[src/rtl/icache_fill_ctrl.sv]
// Instruction-cache miss fill controller: fetches the 8-word block containing PC, then pulses update.
// Optional performance counters are built when ICACHE_FILL_PERF_EN is defined.
module icache_fill_ctrl #(
  parameter int MEM_ADDR_WIDTH = 32
) (
  input  logic                      CLK,
  input  logic                      RST_N,
  input  logic [31:0]               PC,
  input  logic                      miss,
  output logic                      stall,
  output logic                      mem_rden,
  output logic [MEM_ADDR_WIDTH-1:0] mem_addr,
  input  logic [31:0]               mem_rdata,
  input  logic                      mem_valid,
  output logic [31:0]               w0,
  output logic [31:0]               w1,
  output logic [31:0]               w2,
  output logic [31:0]               w3,
  output logic [31:0]               w4,
  output logic [31:0]               w5,
  output logic [31:0]               w6,
  output logic [31:0]               w7,
  output logic                      update
`ifdef ICACHE_FILL_PERF_EN
  ,
  output logic [31:0]               perf_misses,
  output logic [31:0]               perf_fill_cycles
`endif
);

  typedef enum logic [1:0] {
    IDLE   = 2'd0,
    REQ    = 2'd1,
    WAIT   = 2'd2,
    UPDATE = 2'd3
  } state_t;

  state_t      state_q, state_d;
  logic [26:0] blk_q, blk_d;
  logic [2:0]  cnt_q, cnt_d;
  logic [31:0] mem_addr_q, mem_addr_d;
  logic [31:0] w_q [8];
  logic [31:0] w_d [8];

  // Offset bits within the block never affect the fill.
  logic unused_pc_bits;
  assign unused_pc_bits = ^PC[4:0];

  always_ff @(posedge CLK or negedge RST_N) begin
    if (!RST_N) begin
      state_q    <= IDLE;
      blk_q      <= '0;
      cnt_q      <= '0;
      mem_addr_q <= '0;
      for (int i = 0; i < 8; i++) begin
        w_q[i] <= '0;
      end
    end else begin
      state_q    <= state_d;
      blk_q      <= blk_d;
      cnt_q      <= cnt_d;
      mem_addr_q <= mem_addr_d;
      for (int i = 0; i < 8; i++) begin
        w_q[i] <= w_d[i];
      end
    end
  end

  // The read address is loaded on entry to REQ so it is stable for the strobe and held afterwards.
  always_comb begin
    state_d    = state_q;
    blk_d      = blk_q;
    cnt_d      = cnt_q;
    mem_addr_d = mem_addr_q;
    w_d        = w_q;
    mem_rden   = 1'b0;
    update     = 1'b0;
    case (state_q)
      IDLE: begin
        if (miss) begin
          blk_d      = PC[31:5];
          cnt_d      = 3'd0;
          mem_addr_d = {PC[31:5], 5'b00000};
          state_d    = REQ;
        end
      end
      REQ: begin
        mem_rden = 1'b1;
        state_d  = WAIT;
      end
      WAIT: begin
        if (mem_valid) begin
          w_d[cnt_q] = mem_rdata;
          if (cnt_q == 3'd7) begin
            state_d = UPDATE;
          end else begin
            cnt_d      = cnt_q + 3'd1;
            mem_addr_d = {blk_q, cnt_q + 3'd1, 2'b00};
            state_d    = REQ;
          end
        end
      end
      UPDATE: begin
        update  = 1'b1;
        state_d = IDLE;
      end
      default: state_d = IDLE;
    endcase
  end

  assign stall    = (state_q != IDLE) | miss;
  assign mem_addr = MEM_ADDR_WIDTH'(mem_addr_q);
  assign w0 = w_q[0];
  assign w1 = w_q[1];
  assign w2 = w_q[2];
  assign w3 = w_q[3];
  assign w4 = w_q[4];
  assign w5 = w_q[5];
  assign w6 = w_q[6];
  assign w7 = w_q[7];

`ifdef ICACHE_FILL_PERF_EN
  logic [31:0] perf_misses_q, perf_misses_d;
  logic [31:0] perf_fill_cycles_q, perf_fill_cycles_d;

  // Both counters stop at all-ones instead of wrapping.
  always_comb begin
    perf_misses_d      = perf_misses_q;
    perf_fill_cycles_d = perf_fill_cycles_q;
    if ((state_q == IDLE) && miss && (perf_misses_q != 32'hFFFF_FFFF)) begin
      perf_misses_d = perf_misses_q + 32'd1;
    end
    if ((state_q != IDLE) && (perf_fill_cycles_q != 32'hFFFF_FFFF)) begin
      perf_fill_cycles_d = perf_fill_cycles_q + 32'd1;
    end
  end

  always_ff @(posedge CLK or negedge RST_N) begin
    if (!RST_N) begin
      perf_misses_q      <= '0;
      perf_fill_cycles_q <= '0;
    end else begin
      perf_misses_q      <= perf_misses_d;
      perf_fill_cycles_q <= perf_fill_cycles_d;
    end
  end

  assign perf_misses      = perf_misses_q;
  assign perf_fill_cycles = perf_fill_cycles_q;
`else
  // Counters are not built in this configuration.
`endif

endmodule

[config.mk]
export PLATFORM = sky130hd
export DESIGN_NAME = icache_fill_ctrl
export DESIGN_NICKNAME = d
export VERILOG_FILES = /design/src/rtl/icache_fill_ctrl.sv
export SDC_FILE = /design/constraint.sdc
export NUM_CORES = 1
export LEC_CHECK = 0
export BUFFER_PORTS_ARGS = -buffer_cell sky130_fd_sc_hd__clkbuf_2
export CORE_MARGIN = 2
export CORE_UTILIZATION = 58
export CTS_BUF_LIST = sky130_fd_sc_hd__clkbuf_4 sky130_fd_sc_hd__clkbuf_8
export DETAILED_ROUTE_END_ITERATION = 10
export MAX_ROUTING_LAYER = met4
export PLACE_DENSITY = 0.89
export SETUP_SLACK_MARGIN = 0.3
export SLEW_MARGIN = 30
export SYNTH_ARGS = -nofsm -noshare
export SYNTH_HDL_FRONTEND = slang
export SYNTH_SLANG_ARGS = --single-unit
[constraint.sdc]
create_clock -name CLK -period 2.8 [get_ports CLK]
set_input_delay 0.56 -clock CLK [delete_from_list [all_inputs] [get_ports CLK]]
set_output_delay 0.56 -clock CLK [all_outputs]
set_load 0.02 [all_outputs]
# Word level (Yosys, flattened, before mapping)
# Cells that the tools add are included.
# classes
n_reduce_logical	8
bitwise_logic	2
n_eq_ne	7
n_lt_le_gt_ge	2
addsub	1
mux	17
# op_table
operator	count
256-bit bitwise mux	1
32-bit 2-to-1 mux	4
32-bit demux with 3-bit select	1
32-bit one-hot mux with 2 select lines	1
3-bit 2-to-1 mux	3
2-bit one-hot mux with 4 select lines	1
2-bit 2-to-1 mux	3
2-bit != test (second input constant)	3
3-bit one-hot mux with 2 select lines	1
2-bit AND reduction	3
2-bit equality test (second input constant)	2
4-bit greater-or-equal comparator (second input constant)	1
4-bit by 1-bit < comparator with 1-bit output (second input constant)	1
3-bit NOT with 4-bit output	1
4-bit AND reduction	1
2-bit nonzero test	2
3-bit by 1-bit adder with 3-bit output (second input constant)	1
3-bit equality test (second input constant)	1
2-bit by 1-bit equality test with 1-bit output (second input constant)	1
2-bit zero test	1
1-bit 2-to-1 mux	2
1-bit logical AND	1
1-bit OR	1
# totals
regBits	320

# Depth between registers and ports, before layout
# Gate-level depths: netlist of run 1.
# depth
word_depth	6
ltp_mapped	6
depth_no_buf	5

# Least setup slack after synthesis of run 1
# Ideal clock, no wire load.
# synth_timing
path_type	flip-flop to flip-flop
from	register cnt_q[0]
to	register mem_addr_q[10] (netlist: mem_addr[10])
arrival_time_ns	1.894
period_less_slack_ns	2.019
slack_ns	0.781
stages_incl_launch_ff	7
cell_sequence	dfrtp_1 ha_1 ha_1 nor2b_1 a21o_1 buf_2 mux2_2
# synth_via
elab_chain_cells	3
# synth_rtl
item	line_no	rtl
start, declared	40	logic [2:0] cnt_q, cnt_d;
start signal, assigned	61	cnt_q <= cnt_d;
3-bit equality test	94	if (cnt_q == 3'd7) begin
2-bit != test (no line)	-	
4-bit AND reduction (no line)	-	
end signal, assigned	62	mem_addr_q <= mem_addr_d;
end, declared	41	logic [31:0] mem_addr_q, mem_addr_d;
# No other way between the ends.
# A chain may end at the register's enable or synchronous reset.

# Worst setup path in the final report of run 1
# layout_timing
from	register cnt_q[1]
to	register mem_addr_q[24] (netlist: mem_addr[24])
# The elaborated chain is that of the path after synthesis.

==> impl_metrics.yaml, run 1 <==
power_and_ir_drop:
  p_leak_nw: 7.990
  switchingPower_mw: 5.737
  cell_internal_pwr_mw: 10.43
  cellPowerDensity_nw_per_um2: 1059
  total_power_mw: 16.17
  comb_power_share_pct: 34.9
  sequential_fraction_of_design_power_pct: 42.6
  sw_frac_of_total_pct: 35.47
  vdd_drop_max_mv: 0.6574
  power_frac_clock_pct: 22.5
die:
  die_height_um: 148.5
  die_area_um2: 22050
  die_width_um: 148.5
  placeable_core_region_um2: 20360
  io_pins: 359
  row_cnt: 52
  initial_utilization_pct: 59.46
timing:
  final_number_of_hold_violating_endpoints: 1
  grt_setup_unrepaired: "false"
  maximum_clock_frequency_mhz: 451.1
  worstMarginPinSlew_ps: 706.0
  finClkSkew_ps: 17.07
  layout_worst_path_cycle_share_pct: 79.16
  fin_worst_hold_slack_ps: -7.907
  layout_min_cycle_time_ps: 2217
  fin_tns_setup_ps: 0
  max-slew-margin-rel_pct: 52.93
  setup-violations-final: 0
  drv_slew: 0
logic_synthesis:
  synth_top_area_share_pct: 65.10
  syn_avg_cell_area_um2: 16.75
  ys_ff_latch: 315
  synth_top_cell_by_area: "sky130_fd_sc_hd__dfrtp_1"
  ys_types: 25
  yosysWarnings: 0
  yosys-top-cells-area: "sky130_fd_sc_hd__dfrtp_1 65%, sky130_fd_sc_hd__mux2_2 30%, sky130_fd_sc_hd__mux2_1 1.4%, sky130_fd_sc_hd__buf_2 1.3%, sky130_fd_sc_hd__nor3_2 0.25%"
  synth_seq_area_share_pct: 65.10
  synth_cells: 723
  synthesis.area_um2: 12110
clocking:
  cts.clk_slew.worst_paths_ps: 60
  tritoncts: "done"
  post_cts_buffers: 0
  root_buffer: "sky130_fd_sc_hd__clkbuf_8"
  maximum_level_of_the_cts_h_tree: 2
  cts-hold-fix-buffers: 0
  clock_path_buffers: 3
  clock_latency_ps: 550
  ctsResizeCount: 0
  cts_buffers: 49
  cts_sinks: 315
route:
  route.vias.total: 7783
  detailedRoute.firstPassIterationCount: 4
  route.detailed.drc: 0
  drt.antenna.violating_nets: 0
  avgViaCountPerCell: 5.528
  routedWlPerCell_um: 21.30
  detail_route.wirelength_um: 29990
  detailedRoute.firstIterationViolations: 221
worst_setup_path:
  critical_path.reg2reg.startpoint: "cnt_q[1]$_DFFE_PN0P_"
  r2r_slack_ps: 580
  crit_family: "flip-flops"
  worstPathBufferInverterCount: 1
  cp.required_ps: 3220
  startpoint_type: "flip-flop"
  criticalPathCategory: "flip-flop to flip-flop"
  endpoint_kind: "flip-flop"
  crit_path_cell_trace: "ha_1, ha_1, nor2b_1, a21o_1, buf_12, mux2_2"
  crit_top_cell: "sky130_fd_sc_hd__ha_1"
  timing.critical_path.slowest_cell_delay_ps: 530
  reg2reg_depth: 6
  crit_path_max_fanout: 27
  worstReg2RegEnd: "mem_addr[24]$_DFFE_PN0P_"
  worst_ep_arrival_time_ps: 2640
  cp_slowest_cell: "sky130_fd_sc_hd__dfrtp_1"
placement:
  buffer_ports.inserted: 351
  globalplace.congestion: 0.7910
  post-place-cells: 1336
  post_place_cell_area_um2: 14360
  dp_hpwl_um: 20700
grt:
  global_route_wire_length_before_repair_um: 46510
  grt_pass1_vias: 8446
  grt_antenna_before_repair: 0
  groute.usage.overall_pct: 28.22
  grt_max_degree: 91
  grt-ovfl-total: 0
layout:
  flow.area_growth_from_synthesis_pct: 26.08
  layout-drive-gt1-share_pct: 68.72
  final_net_count: 1187
  final_core_utilization_pct: 74.97
  fin_cells: 1408
  nFillCells: 1247
  finalInstanceArea_um2: 15270
  insertedDiodeCount: 0
min_path:
  hold_path.class: "input pin to asynchronous set/reset pin"
outcome:
  result_of_the_run: "finished with violations"
  failed_checks: "hold timing"
job:
  timing.max_cap.violations: 0
[routing by layer]
layer	part of all wire, %	vias to the layer above	GRT usage [%]
li1	-	3351	-
met1	39	4024	33.97
met2	50	320	46.53
met3	6.7	88	6.503
met4	3.8	0	11.43
met5	0	-	-
[Yosys cell counts]
library cell and number:
sky130_fd_sc_hd__a21o_1 1, sky130_fd_sc_hd__and2_1 1, sky130_fd_sc_hd__buf_2 32, sky130_fd_sc_hd__buf_4 2, sky130_fd_sc_hd__clkbuf_1 2, sky130_fd_sc_hd__conb_1 1
sky130_fd_sc_hd__dfrtp_1 315, sky130_fd_sc_hd__ha_1 2, sky130_fd_sc_hd__inv_1 2, sky130_fd_sc_hd__mux2_1 15, sky130_fd_sc_hd__mux2_2 322, sky130_fd_sc_hd__mux2i_1 2
sky130_fd_sc_hd__nand2_1 2, sky130_fd_sc_hd__nand2b_1 1, sky130_fd_sc_hd__nand3_1 3, sky130_fd_sc_hd__nand3b_1 2, sky130_fd_sc_hd__nor2_1 3, sky130_fd_sc_hd__nor2b_1 3
sky130_fd_sc_hd__nor3_2 3, sky130_fd_sc_hd__nor3b_1 2, sky130_fd_sc_hd__nor4_4 1, sky130_fd_sc_hd__o211ai_1 2, sky130_fd_sc_hd__o21ai_0 2, sky130_fd_sc_hd__o21bai_1 1
sky130_fd_sc_hd__or3_1 1
[stage by stage]
step | setup WS [ps] | hold slack (ps)
after global routing | 416.0 | 39.62
after detailed placement | 597.9 | 481.9
after floorplan | 781.2 | 264.4
after CTS | 573.9 | 14.56
final | 583.4 | -7.907
after global placement | 646.5 | 467.2
[power by group through the flow]
stage	clock [mW]	combinational [mW]	sequential, mW
final	3.64	5.64	6.89
after global routing	3.91	5.97	7.08
after CTS	3.71	5.70	6.89
after detailed placement	0	5.67	6.95
after global placement	0	5.52	6.82
after floorplan	0	1.96	8.40
[layout by cell type (no fill, tap or decap)]
master | synthesis | layout
sky130_fd_sc_hd__mux2i_1 | 2 | 2
sky130_fd_sc_hd__buf_12 | 0 | 6
sky130_fd_sc_hd__clkinvlp_4 | 0 | 1
sky130_fd_sc_hd__dfrtp_1 | 315 | 315
sky130_fd_sc_hd__a21o_1 | 1 | 1
sky130_fd_sc_hd__nor4_4 | 1 | 1
sky130_fd_sc_hd__nand2b_1 | 1 | 1
sky130_fd_sc_hd__nor3b_1 | 2 | 1
sky130_fd_sc_hd__buf_8 | 0 | 1
sky130_fd_sc_hd__clkbuf_8 | 0 | 58
sky130_fd_sc_hd__clkbuf_2 | 0 | 350
sky130_fd_sc_hd__nor2b_2 | 0 | 1
sky130_fd_sc_hd__nor2b_1 | 3 | 2
sky130_fd_sc_hd__o211ai_1 | 2 | 2
sky130_fd_sc_hd__or3_1 | 1 | 1
sky130_fd_sc_hd__buf_4 | 2 | 21
sky130_fd_sc_hd__conb_1 | 1 | 2
sky130_fd_sc_hd__inv_1 | 2 | 2
sky130_fd_sc_hd__mux2_2 | 322 | 322
sky130_fd_sc_hd__nor2_4 | 0 | 2
sky130_fd_sc_hd__nand3_1 | 3 | 1
sky130_fd_sc_hd__nand3b_1 | 2 | 2
sky130_fd_sc_hd__nor2_1 | 3 | 1
sky130_fd_sc_hd__nand2_1 | 2 | 2
sky130_fd_sc_hd__clkbuf_4 | 0 | 13
sky130_fd_sc_hd__mux2_1 | 15 | 15
sky130_fd_sc_hd__nand3_2 | 0 | 2
sky130_fd_sc_hd__nor3_4 | 0 | 3
sky130_fd_sc_hd__o21bai_1 | 1 | 1
sky130_fd_sc_hd__o21ai_0 | 2 | 2
sky130_fd_sc_hd__nor3b_2 | 0 | 1
sky130_fd_sc_hd__ha_1 | 2 | 2
sky130_fd_sc_hd__and2_1 | 1 | 1
[state kept, by name, summed over array words and instances (netlist names)]
name,cells
w2,32
w5,32
state_q,2
mem_addr,28
blk_q,27
w3,32
w0,32
cnt_q,2
w7,32
w1,32
w4,32
w6,32
[cells by family (layout without fill, tap and decap cells)]
group,count (synthesis),count (layout),share of synthesized area (%)
compound gates,6,6,0.3307
fa+ha+maj,2,2,0.2066
other cells,1,2,0.03097
flops,315,315,65.10
simple gates,22,22,1.261
mux,339,339,31.50
buf+inv,38,452,1.571
[how the worst max path moves through the flow]
stage	start	to	slack, ps	depth (start not counted)
after floorplan	cnt_q[0]$_DFFE_PN0P_	mem_addr[10]$_DFFE_PN0P_	780	6
after global placement	cnt_q[1]$_DFFE_PN0P_	mem_addr[28]$_DFFE_PN0P_	650	6
after detailed placement	cnt_q[1]$_DFFE_PN0P_	mem_addr[24]$_DFFE_PN0P_	600	6
after CTS	cnt_q[1]$_DFFE_PN0P_	mem_addr[24]$_DFFE_PN0P_	570	6
after global routing	cnt_q[1]$_DFFE_PN0P_	mem_addr[24]$_DFFE_PN0P_	420	6
final	cnt_q[1]$_DFFE_PN0P_	mem_addr[24]$_DFFE_PN0P_	580	6
[layout make-up]
class	count	area, µm²	area share, %
Clock buffer	71	895.9	5.868
Clock inverter	1	7.507	0.04917
Inverter	2	7.507	0.04917
Multi-Input combinational cell	371	4091	26.80
Sequential cell	315	7883	51.63
Tap cell	270	337.8	2.213
Timing Repair Buffer	378	2044	13.39
(Power assumes the default switching activity.)
==> run 2, diff against run 1 <==
--- a/config.mk
+++ b/config.mk
@@ -7,11 +7,11 @@
 export LEC_CHECK = 0
 export BUFFER_PORTS_ARGS = -buffer_cell sky130_fd_sc_hd__clkbuf_2
 export CORE_MARGIN = 2
-export CORE_UTILIZATION = 58
+export CORE_UTILIZATION = 48
 export CTS_BUF_LIST = sky130_fd_sc_hd__clkbuf_4 sky130_fd_sc_hd__clkbuf_8
 export DETAILED_ROUTE_END_ITERATION = 10
 export MAX_ROUTING_LAYER = met4
-export PLACE_DENSITY = 0.89
+export PLACE_DENSITY = 0.79
 export SETUP_SLACK_MARGIN = 0.3
 export SLEW_MARGIN = 30
 export SYNTH_ARGS = -nofsm -noshare
==> constraint.sdc (replaced) <==
create_clock -name CLK -period 1.9 [get_ports CLK]
set_input_delay 0.38 -clock CLK [delete_from_list [all_inputs] [get_ports CLK]]
set_output_delay 0.38 -clock CLK [all_outputs]
set_load 0.02 [all_outputs]
==> impl_metrics.yaml, run 2 (synthesis results as in run 1) <==
outcome:
  result_of_the_run: "finished with violations"
  failed_checks: "setup timing"
layout:
  insertedDiodeCount: 0
  final_net_count: 1296
  final_common_cell: "sky130_fd_sc_hd__clkbuf_2"
  layout-drive-gt1-share_pct: 74.13
  ff_latch_area_um2: 7886
  nFillCells: 1526
  total_area_of_multi_input_combinational_cells_um2: 5130
  flow.area_growth_from_synthesis_pct: 53.68
  highest_count_cells_in_the_layout_ignoring_fill_and_taps: "344 x sky130_fd_sc_hd__clkbuf_2, 312 x sky130_fd_sc_hd__dfrtp_1, 247 x sky130_fd_sc_hd__mux2_4, 90 x sky130_fd_sc_hd__mux2_2, 64 x sky130_fd_sc_hd__clkbuf_8"
  final_core_utilization_pct: 74.54
die:
  placeable_core_region_um2: 24960
  io_pins: 359
  row_cnt: 58
  die_area_um2: 26510
  die_height_um: 162.8
  initial_utilization_pct: 48.51
  die_width_um: 162.8
clocking:
  cts_buffers: 52
  maximum_level_of_the_cts_h_tree: 2
  tritoncts: "done"
  clock_path_buffers: 3
  root_buffer: "sky130_fd_sc_hd__clkbuf_8"
  cts.clk_slew.worst_paths_ps: 60
  cts_sinks: 315
  clock_latency_ps: 570
timing:
  grt_setup_unrepaired: "true"
  fin_tns_setup_ps: -579.3
  max-slew-margin-rel_pct: 66.60
  setup-violations-final: 30
  finClkSkew_ps: 18.22
  drv_slew: 0
  timing.final.ws_setup_ps: -80.53
  worstMarginPinSlew_ps: 501.0
  layout_min_cycle_time_ps: 1981
  layout_worst_path_cycle_share_pct: 104.2
  maximum_clock_frequency_mhz: 504.9
  final_number_of_hold_violating_endpoints: 0
worst_setup_path:
  crit_family: "flip-flops"
  crit_path_max_fanout: 2
  startpoint_type: "flip-flop"
  worst_ep_arrival_time_ps: 1600
  cp.required_ps: 1520
  cp_slowest_cell: "sky130_fd_sc_hd__dfrtp_1"
  crit_path_cell_trace: "buf_6, or3_4, buf_8"
  timing.critical_path.slowest_cell_delay_ps: 400
  worstPathBufferInverterCount: 2
  criticalPathCategory: "flip-flop to primary output"
  endpoint_kind: "primary output"
grt:
  grt_antenna_before_repair: 0
  grt_busiest_layer: "met2"
  global_route_wire_length_before_repair_um: 53460
  grt_pass1_vias: 8884
  grtUsageMet1_pct: 34.83
  grt-ovfl-total: 0
  grt_max_degree: 58
  grt_util_met2_pct: 44.18
  grt_use_met3_pct: 7.028
  groute.usage.overall_pct: 27.58
placement:
  globalplace.congestion: 0.8086
  dp_hpwl_um: 20460
  buffer_ports.inserted: 351
power_and_ir_drop:
  sequential_fraction_of_design_power_pct: 36.8
  switchingPower_mw: 9.576
  sw_frac_of_total_pct: 34.24
  p_leak_nw: 9.681
  cellPowerDensity_nw_per_um2: 1503
  comb_power_share_pct: 40.8
  vdd_drop_max_mv: 1.063
  power_frac_clock_pct: 22.5
  cell_internal_pwr_mw: 18.39
route:
  detail_route.wirelength_um: 38560
  detailedRoute.firstPassIterationCount: 4
  drt.antenna.violating_nets: 0
  detailedRoute.firstIterationViolations: 537
  avgViaCountPerCell: 5.344
  route.vias.total: 8519
  routedWlPerCell_um: 24.19
  route.detailed.drc: 0
job:
  timing.max_cap.violations: 0
min_path:
  hold_path.class: "input pin to flip-flop"
[run 2: path summary, 6_finish.rpt]
path                                         end  cells after the start  slack, ps                   start
min                         blk_q[6]$_DFFE_PN0P_                      2         60                  PC[11]
max in group asynchronous      w6[1]$_DFFE_PN0P_                      3        830                   RST_N
max                                        stall                      3        -80  state_q[1]$_DFFE_PN0P_
min in group asynchronous     w1[22]$_DFFE_PN0P_                      2        370                   RST_N
max reg2reg                   w6[29]$_DFFE_PN0P_                      8        -30  state_q[0]$_DFFE_PN0P_
min reg2reg                blk_q[12]$_DFFE_PN0P_                      1        500   blk_q[12]$_DFFE_PN0P_
[run 2: stage by stage]
step | cells | cell area, µm² | hold slack, ps | worst slack, ps | total power [mW]
after floorplan | 724 | 12240 | 84.41 | 136.9 | 15.37
after global placement | 1408 | 14770 | 348.6 | 133.8 | 18.46
after detailed placement | 1408 | 14770 | 349.3 | 100.1 | 18.81
after CTS | 1570 | 17770 | 30.51 | -110.3 | 26.91
after global routing | 1594 | 18610 | 47.34 | -116.4 | 29.13
final | 1594 | 18610 | 59.11 | -80.53 | 27.97
[run 2: worst register-to-register path: stages, from the launching register on]
cell and delay, ps:
sky130_fd_sc_hd__dfrtp_1 390, sky130_fd_sc_hd__buf_4 150, sky130_fd_sc_hd__nand3b_1 170, sky130_fd_sc_hd__buf_6 150
sky130_fd_sc_hd__nor3_4 230, sky130_fd_sc_hd__buf_6 150, sky130_fd_sc_hd__buf_12 100, sky130_fd_sc_hd__buf_16 150
sky130_fd_sc_hd__mux2_4 320
[run 2: timing repair]
action | CTS | global route
endpoints found under the hold margin | 41 | 0
setup buffers | 46 | 16
resized for setup | 218 | 130
hold buffers | 1 | 0
gates cloned | 23 | 8
pin swaps | 8 | 7
endpoints found under the setup margin | 288 | 319
[run 2: final cells by class]
cell class / instances / area share [%]
Clock buffer: 80 / 5.379
Clock inverter: 12 / 0.6387
Inverter: 2 / 0.04034
Multi-Input combinational cell: 371 / 27.57
Sequential cell: 315 / 42.38
Tap cell: 330 / 2.219
Timing Repair Buffer: 484 / 21.78
[run 2: power by group through the flow]
stage                     Clock [mW]  Sequential, mW  Combinational, mW
after floorplan                    0            12.4               2.98
after global placement             0            10.0               8.42
after detailed placement           0            10.2               8.62
after CTS                       6.36            10.1               10.4
after global routing            6.69            10.5               11.9
final                           6.29            10.3               11.4
[run 2: metal layers]
metal | vias to the layer above | share of wire, %
met4 | 0 | 2.6
met1 | 4472 | 42
met2 | 367 | 49
met3 | 74 | 6.4
li1 | 3606 | -
met5 | - | 0
